[src/rtl/asap1_pkg.sv]
// Shared constants for the 8-bit bus CPU control path: opcodes, step numbers,
// control-word bit positions and the sequencer state type.
package asap1_pkg;

  localparam int OPC_BITS  = 4;
  localparam int STEP_BITS = 3;

  localparam logic [OPC_BITS-1:0] OP_NOP = 4'h0;
  localparam logic [OPC_BITS-1:0] OP_LDA = 4'h1;
  localparam logic [OPC_BITS-1:0] OP_ADD = 4'h2;
  localparam logic [OPC_BITS-1:0] OP_SUB = 4'h3;
  localparam logic [OPC_BITS-1:0] OP_STA = 4'h4;
  localparam logic [OPC_BITS-1:0] OP_LDI = 4'h5;
  localparam logic [OPC_BITS-1:0] OP_JMP = 4'h6;
  localparam logic [OPC_BITS-1:0] OP_JC  = 4'h7;
  localparam logic [OPC_BITS-1:0] OP_JZ  = 4'h8;
  localparam logic [OPC_BITS-1:0] OP_OUT = 4'hE;
  localparam logic [OPC_BITS-1:0] OP_HLT = 4'hF;

  localparam logic [STEP_BITS-1:0] T0 = 3'd0;
  localparam logic [STEP_BITS-1:0] T1 = 3'd1;
  localparam logic [STEP_BITS-1:0] T2 = 3'd2;
  localparam logic [STEP_BITS-1:0] T3 = 3'd3;
  localparam logic [STEP_BITS-1:0] T4 = 3'd4;

  localparam int CW_W   = 16;
  localparam int CW_HLT = 15;
  localparam int CW_CO  = 14;
  localparam int CW_CE  = 13;
  localparam int CW_J   = 12;
  localparam int CW_MI  = 11;
  localparam int CW_RI  = 10;
  localparam int CW_RO  = 9;
  localparam int CW_II  = 8;
  localparam int CW_IO  = 7;
  localparam int CW_AI  = 6;
  localparam int CW_AO  = 5;
  localparam int CW_BI  = 4;
  localparam int CW_EO  = 3;
  localparam int CW_SU  = 2;
  localparam int CW_OI  = 1;
  localparam int CW_FI  = 0;

  typedef enum logic {
    ST_RUN    = 1'b0,
    ST_HALTED = 1'b1
  } seq_state_t;

endpackage

[src/rtl/control_sequencer_microcode_rom.sv]
// Combinational microcode: (opcode, step, fz, fc) -> control word, done, halt_req.
// SEQ_COND_JUMP_EN enables JC/JZ and the flags load in ADD/SUB T4; otherwise JC/JZ are NOPs.
module microcode_rom
  import asap1_pkg::*;
(
  input  logic [OPC_BITS-1:0]  opcode,
  input  logic [STEP_BITS-1:0] step,
  input  logic                 fz,
  input  logic                 fc,
  output logic [CW_W-1:0]      cw,
  output logic                 done,
  output logic                 halt_req
);

`ifndef SEQ_COND_JUMP_EN
  logic unused_rom_flags;
  assign unused_rom_flags = fz ^ fc;
`endif

  always_comb begin
    cw       = '0;
    done     = 1'b0;
    halt_req = 1'b0;
    case (step)
      T0: begin
        cw[CW_CO] = 1'b1;
        cw[CW_MI] = 1'b1;
      end
      T1: begin
        cw[CW_RO] = 1'b1;
        cw[CW_II] = 1'b1;
        cw[CW_CE] = 1'b1;
      end
      T2: begin
        case (opcode)
          OP_LDA, OP_ADD, OP_SUB, OP_STA: begin
            cw[CW_IO] = 1'b1;
            cw[CW_MI] = 1'b1;
          end
          OP_LDI: begin
            cw[CW_IO] = 1'b1;
            cw[CW_AI] = 1'b1;
            done      = 1'b1;
          end
          OP_JMP: begin
            cw[CW_IO] = 1'b1;
            cw[CW_J]  = 1'b1;
            done      = 1'b1;
          end
`ifdef SEQ_COND_JUMP_EN
          OP_JC: begin
            cw[CW_IO] = fc;
            cw[CW_J]  = fc;
            done      = 1'b1;
          end
          OP_JZ: begin
            cw[CW_IO] = fz;
            cw[CW_J]  = fz;
            done      = 1'b1;
          end
`else
          OP_JC, OP_JZ: done = 1'b1;
`endif
          OP_OUT: begin
            cw[CW_AO] = 1'b1;
            cw[CW_OI] = 1'b1;
            done      = 1'b1;
          end
          OP_HLT: begin
            cw[CW_HLT] = 1'b1;
            halt_req   = 1'b1;
          end
          OP_NOP:  done = 1'b1;
          default: done = 1'b1;
        endcase
      end
      T3: begin
        case (opcode)
          OP_LDA: begin
            cw[CW_RO] = 1'b1;
            cw[CW_AI] = 1'b1;
            done      = 1'b1;
          end
          // su is raised a step early so the ALU sees it before B changes
          OP_ADD, OP_SUB: begin
            cw[CW_RO] = 1'b1;
            cw[CW_BI] = 1'b1;
            cw[CW_SU] = (opcode == OP_SUB);
          end
          OP_STA: begin
            cw[CW_AO] = 1'b1;
            cw[CW_RI] = 1'b1;
            done      = 1'b1;
          end
          default: done = 1'b1;
        endcase
      end
      T4: begin
        done = 1'b1;
        if (opcode == OP_ADD || opcode == OP_SUB) begin
          cw[CW_EO] = 1'b1;
          cw[CW_AI] = 1'b1;
          cw[CW_SU] = (opcode == OP_SUB);
`ifdef SEQ_COND_JUMP_EN
          cw[CW_FI] = 1'b1;
`endif
        end
      end
      default: done = 1'b1;
    endcase
  end

endmodule

[src/rtl/control_sequencer.sv]
// Step counter, HALTED state and flags register around the microcode ROM.
// SEQ_COND_JUMP_EN adds the fz/fc flags register used by JC/JZ.
//
// state     | meaning
// ST_RUN    | stepping T0..T4 through fetch and execute
// ST_HALTED | hlt held, step frozen at T2, exit only by reset
module control_sequencer
  import asap1_pkg::*;
#(
  parameter int OPCODE_W = 4,
  parameter int STEP_W   = 3
) (
  input  logic                clk,
  input  logic                rst,
  input  logic [OPCODE_W-1:0] opcode,
  input  logic                zf,
  input  logic                cf,
  output logic                hlt,
  output logic                co,
  output logic                ce,
  output logic                j,
  output logic                mi,
  output logic                ri,
  output logic                ro,
  output logic                ii,
  output logic                io,
  output logic                ai,
  output logic                ao,
  output logic                bi,
  output logic                eo,
  output logic                su,
  output logic                oi,
  output logic                fi,
  output logic                fz,
  output logic                fc,
  output logic [STEP_W-1:0]   step
);

  seq_state_t        state_q, state_d;
  logic [STEP_W-1:0] step_q, step_d;
  logic [CW_W-1:0]   rom_cw, cw;
  logic              rom_done, rom_halt;
  logic              flag_z, flag_c;

  microcode_rom u_rom (
    .opcode   (opcode),
    .step     (step_q),
    .fz       (flag_z),
    .fc       (flag_c),
    .cw       (rom_cw),
    .done     (rom_done),
    .halt_req (rom_halt)
  );

  always_comb begin
    state_d = state_q;
    step_d  = step_q;
    cw      = '0;
    case (state_q)
      ST_RUN: begin
        cw = rom_cw;
        if (rom_halt)          state_d = ST_HALTED;
        else if (rom_done)     step_d  = T0;
        else if (step_q < T4)  step_d  = step_q + 1'b1;
        else                   step_d  = T0;
      end
      ST_HALTED: begin
        cw[CW_HLT] = 1'b1;
        step_d     = T2;
      end
      default: state_d = ST_RUN;
    endcase
    // strobes are gated by reset directly so an abort never leaves a partial word on the bus
    if (!rst) cw = '0;
  end

  always_ff @(posedge clk or negedge rst) begin
    if (!rst) begin
      state_q <= ST_RUN;
      step_q  <= T0;
    end else begin
      state_q <= state_d;
      step_q  <= step_d;
    end
  end

`ifdef SEQ_COND_JUMP_EN
  logic fz_q, fz_d, fc_q, fc_d;

  always_comb begin
    fz_d = fz_q;
    fc_d = fc_q;
    if (cw[CW_FI]) begin
      fz_d = zf;
      fc_d = cf;
    end
  end

  always_ff @(posedge clk or negedge rst) begin
    if (!rst) begin
      fz_q <= 1'b0;
      fc_q <= 1'b0;
    end else begin
      fz_q <= fz_d;
      fc_q <= fc_d;
    end
  end

  assign flag_z = fz_q;
  assign flag_c = fc_q;
`else
  logic unused_alu_flags;
  assign unused_alu_flags = zf ^ cf;
  assign flag_z = 1'b0;
  assign flag_c = 1'b0;
`endif

  assign hlt  = cw[CW_HLT];
  assign co   = cw[CW_CO];
  assign ce   = cw[CW_CE];
  assign j    = cw[CW_J];
  assign mi   = cw[CW_MI];
  assign ri   = cw[CW_RI];
  assign ro   = cw[CW_RO];
  assign ii   = cw[CW_II];
  assign io   = cw[CW_IO];
  assign ai   = cw[CW_AI];
  assign ao   = cw[CW_AO];
  assign bi   = cw[CW_BI];
  assign eo   = cw[CW_EO];
  assign su   = cw[CW_SU];
  assign oi   = cw[CW_OI];
  assign fi   = cw[CW_FI];
  assign fz   = flag_z;
  assign fc   = flag_c;
  assign step = step_q;

endmodule

[config.mk]
export PLATFORM = sky130hd
export DESIGN_NAME = control_sequencer
export DESIGN_NICKNAME = d
export VERILOG_FILES = /design/src/rtl/asap1_pkg.sv /design/src/rtl/control_sequencer_microcode_rom.sv /design/src/rtl/control_sequencer.sv
export SDC_FILE = /design/constraint.sdc
export NUM_CORES = 1
export LEC_CHECK = 0
export CORE_MARGIN = 2
export CORE_UTILIZATION = 41
export DETAILED_ROUTE_END_ITERATION = 10
export HOLD_SLACK_MARGIN = 0.1
export PLACE_DENSITY = 0.83
export SLEW_MARGIN = 40
export SYNTH_ARGS = -nofsm -noshare
export SYNTH_HDL_FRONTEND = slang
export SYNTH_SLANG_ARGS = --single-unit
export TNS_END_PERCENT = 50
[constraint.sdc]
create_clock -name clk -period 2.4 [get_ports clk]
set_input_delay 0.48 -clock clk [delete_from_list [all_inputs] [get_ports clk]]
set_output_delay 0.48 -clock clk [all_outputs]
set_load 0.03 [all_outputs]
==> flow_metrics.env <==
export IMPL_status="completed"
export IMPL_crit_path_end_kind="output port"
export IMPL_path_class="in2out"
export IMPL_hold_path_class="in2async"
export IMPL_peakVddDrop_mv=0.457
export IMPL_htreeDepth=1
export IMPL_placed_cell_area_um2=833
export IMPL_hpwlAfterDp_um=1220
export IMPL_cellLeakagePower_uw=0.000434
export IMPL_synth_main_ff_cell="dfrtp_1"
export IMPL_num_rows=13
export IMPL_setup_slack_ns=0.0311
export IMPL_postCtsHoldBufs=0
export IMPL_dr_first_iter_drc_count=8
export IMPL_required_ns=1.92
export IMPL_grt_total_usage=0.215
export IMPL_synth_edf_count=0
export IMPL_wl_per_cell_um=13.6
export IMPL_start_util=0.432
export IMPL_period_needed_ns=2.37
export IMPL_grt_pass1_wl_um=2270
export IMPL_stdcell_area_um2=911
export IMPL_num_vias=653
export IMPL_fmax_mhz=422
export IMPL_crit_top_cell="buf_4"
export IMPL_drc=0
export IMPL_slew_viol_final=0
export IMPL_grt_ovfl_total=0
export IMPL_worst_path_largest_cell_delay_ns=0.45
export IMPL_cts_tree="built"
export IMPL_path_cells="clkdlybuf4s50_1 -> buf_4 -> nor2_2 -> nand2_2 -> nor4b_1 -> buf_4"
export IMPL_hold_viol=0
export IMPL_syn_instance_count=72
export IMPL_finish_utilization=0.709
export IMPL_crit_arrival_ns=1.89
export IMPL_fin_tns_setup_ns=0
export IMPL_setup_viol=0
export IMPL_min_period_over_period=0.987
export IMPL_clk_pin_slew_worst_paths_ns=0.04
export IMPL_die_w_um=40.8
export IMPL_clockRootBuffer="clkbuf_4"
export IMPL_ys_seq_area_frac=0.180
export IMPL_r2r_cells=8
export IMPL_area_growth_syn_to_layout_pct=64.0
export IMPL_yosys_top_cells_area="dfrtp_1 18%, ha_1 9.0%, nor3_1 5.4%"
export IMPL_core_area_mm2=0.00128
export IMPL_cts_buffers=3
export IMPL_via_per_inst=5.35
export IMPL_worstPathMaxFanout=5
export IMPL_cp_num_buf_inv=3
export IMPL_async_flop_share=1.00
export IMPL_insertion_delay_ns=0.24
export IMPL_dpl_worst_slack_ns=-0.0688
export IMPL_startpoint_type="input pin"
export IMPL_antenna_found_initial=0
export IMPL_fin_cells=122
export IMPL_placed_cells=118
export IMPL_critical_path_depth=6
export IMPL_nets=121
export IMPL_finClkSkew_ns=0.000224
export IMPL_yosys_area_top_type_share=0.180
export IMPL_rsz0062_at_grt="true"
export IMPL_drt_pass1_iter_count=4
export IMPL_drt_wl_total_um=1660
export IMPL_ant_nets=0
export IMPL_cp_slowest_cell="clkdlybuf4s50_1"
export IMPL_yosys_warnings=0
export IMPL_synth_area_leader_cell="dfrtp_1"
export IMPL_syn_cell_area_um2=556
export IMPL_maxCapViolCount=0
export IMPL_synth_seq_cells=4
export IMPL_cts_sinks=4
export IMPL_gp_congestion=0.771
export IMPL_syn_avg_cell_area_um2=7.72
export IMPL_place_port_buffers=23
export IMPL_ys_types=36
export IMPL_grt_max_degree=13
export IMPL_cts_buffer_depth=2
export IMPL_path_delay_family="buffers and inverters"
export IMPL_final_fill_count=108
export IMPL_p_per_area_mw_per_mm2=694
export IMPL_die_h_um=40.8
export IMPL_die_area_mm2=0.00167
export IMPL_drive_above_1_share=0.477
export IMPL_ioPinCount=29
export IMPL_antenna_cells=0
export IMPL_first_global_vias=550
export IMPL_reg2reg_setup_slack_ns=0.74
-- routing by layer --
layer	up-vias	GRT usage	share of wire
met5	-	0	0
met4	0	0.150	0.020
met3	4	0.0326	0.047
met2	22	0.363	0.50
met1	301	0.243	0.43
li1	326	-	-
-- power by group --
group	switching [uW]	leakage [uW]	total (uW)	internal, uW
Sequential	36.2	0.0000464	128	91.9
Combinational	231	0.000374	420	189
Clock	28.3	0.0000138	84.3	56.0
-- layout by cell type (no fill, tap or decap), types with 3 or more instances in the layout --
cell / synthesis / layout
clkbuf_4: 0 / 3
buf_4: 4 / 31
clkdlybuf4s50_1: 0 / 5
nor3_1: 6 / 5
dfrtp_1: 4 / 3
nor2_1: 6 / 4
inv_1: 4 / 3
conb_1: 1 / 3
a21oi_1: 3 / 3
nor3b_1: 3 / 3
-- area by class of cell --
class                      count  area, um^2  area share
timing repair buffer          39         313       0.343
inverter                       4        15.0      0.0165
tap                           15        18.8      0.0206
multi-input combinational     57         440       0.484
clock buffer                   3        22.5      0.0247
sequential                     4         101       0.111
-- worst paths after layout --
path	startpoint	endpoint
min in group clk	state_q$_DFF_PN0_	step[2]$_DFFE_PN0P_
worst max-delay path	opcode[3]	su
max in group asynchronous	rst	step[0]$_DFFE_PN0P_
worst min register to register	state_q$_DFF_PN0_	step[2]$_DFFE_PN0P_
worst max register to register	step[0]$_DFFE_PN0P_	step[0]$_DFFE_PN0P_
worst min-delay path	rst	state_q$_DFF_PN0_
-- what timing repair did --
action,4_1_cts,5_1_grt
resized for setup,4,12
setup buffers,0,1
hold endpoints to repair,0,0
pin swaps,0,1
setup endpoints to repair,3,8
gates cloned,0,0
-- worst register-to-register path, stage by stage, from the launching register on --
cell and delay, ns:
dfrtp_2 0.43, inv_2 0.10, ha_4 0.17, nand3_1 0.13, buf_4 0.16, nor2_1 0.12
buf_4 0.14, nor3_1 0.04, a32o_1 0.26
-- cells in the mapped netlist (3+ instances only) --
master	n
nor3b_1	3
nor3_1	6
buf_2	3
nand2_1	3
ha_1	4
buf_4	4
dfrtp_1	4
inv_1	4
nor2_1	6
a21oi_1	3
-- state kept, by name, summed over array words and instances (netlist names) --
| name | cells |
|---|---|
| step | 3 |
| state_q | 1 |
-- cells by family (layout without fill, tap and decap cells) --
logic type	count (synthesis)	after routing	synth area share
compound gates	13	13	0.176
fa+ha+maj	4	4	0.0901
buf+inv	13	46	0.135
flops	4	4	0.180
mux	1	1	0.0180
other cells	1	3	0.00675
simple gates	36	36	0.394
-- through the flow --
stage | power (uW) | hold WS (ns)
global route | 683 | 0.562
global placement | 500 | 0.549
detailed placement | 507 | 0.552
CTS | 598 | 0.545
floorplan | 380 | 0.184
finish | 632 | 0.550
No activity file was read; power rests on OpenSTA's default activity.
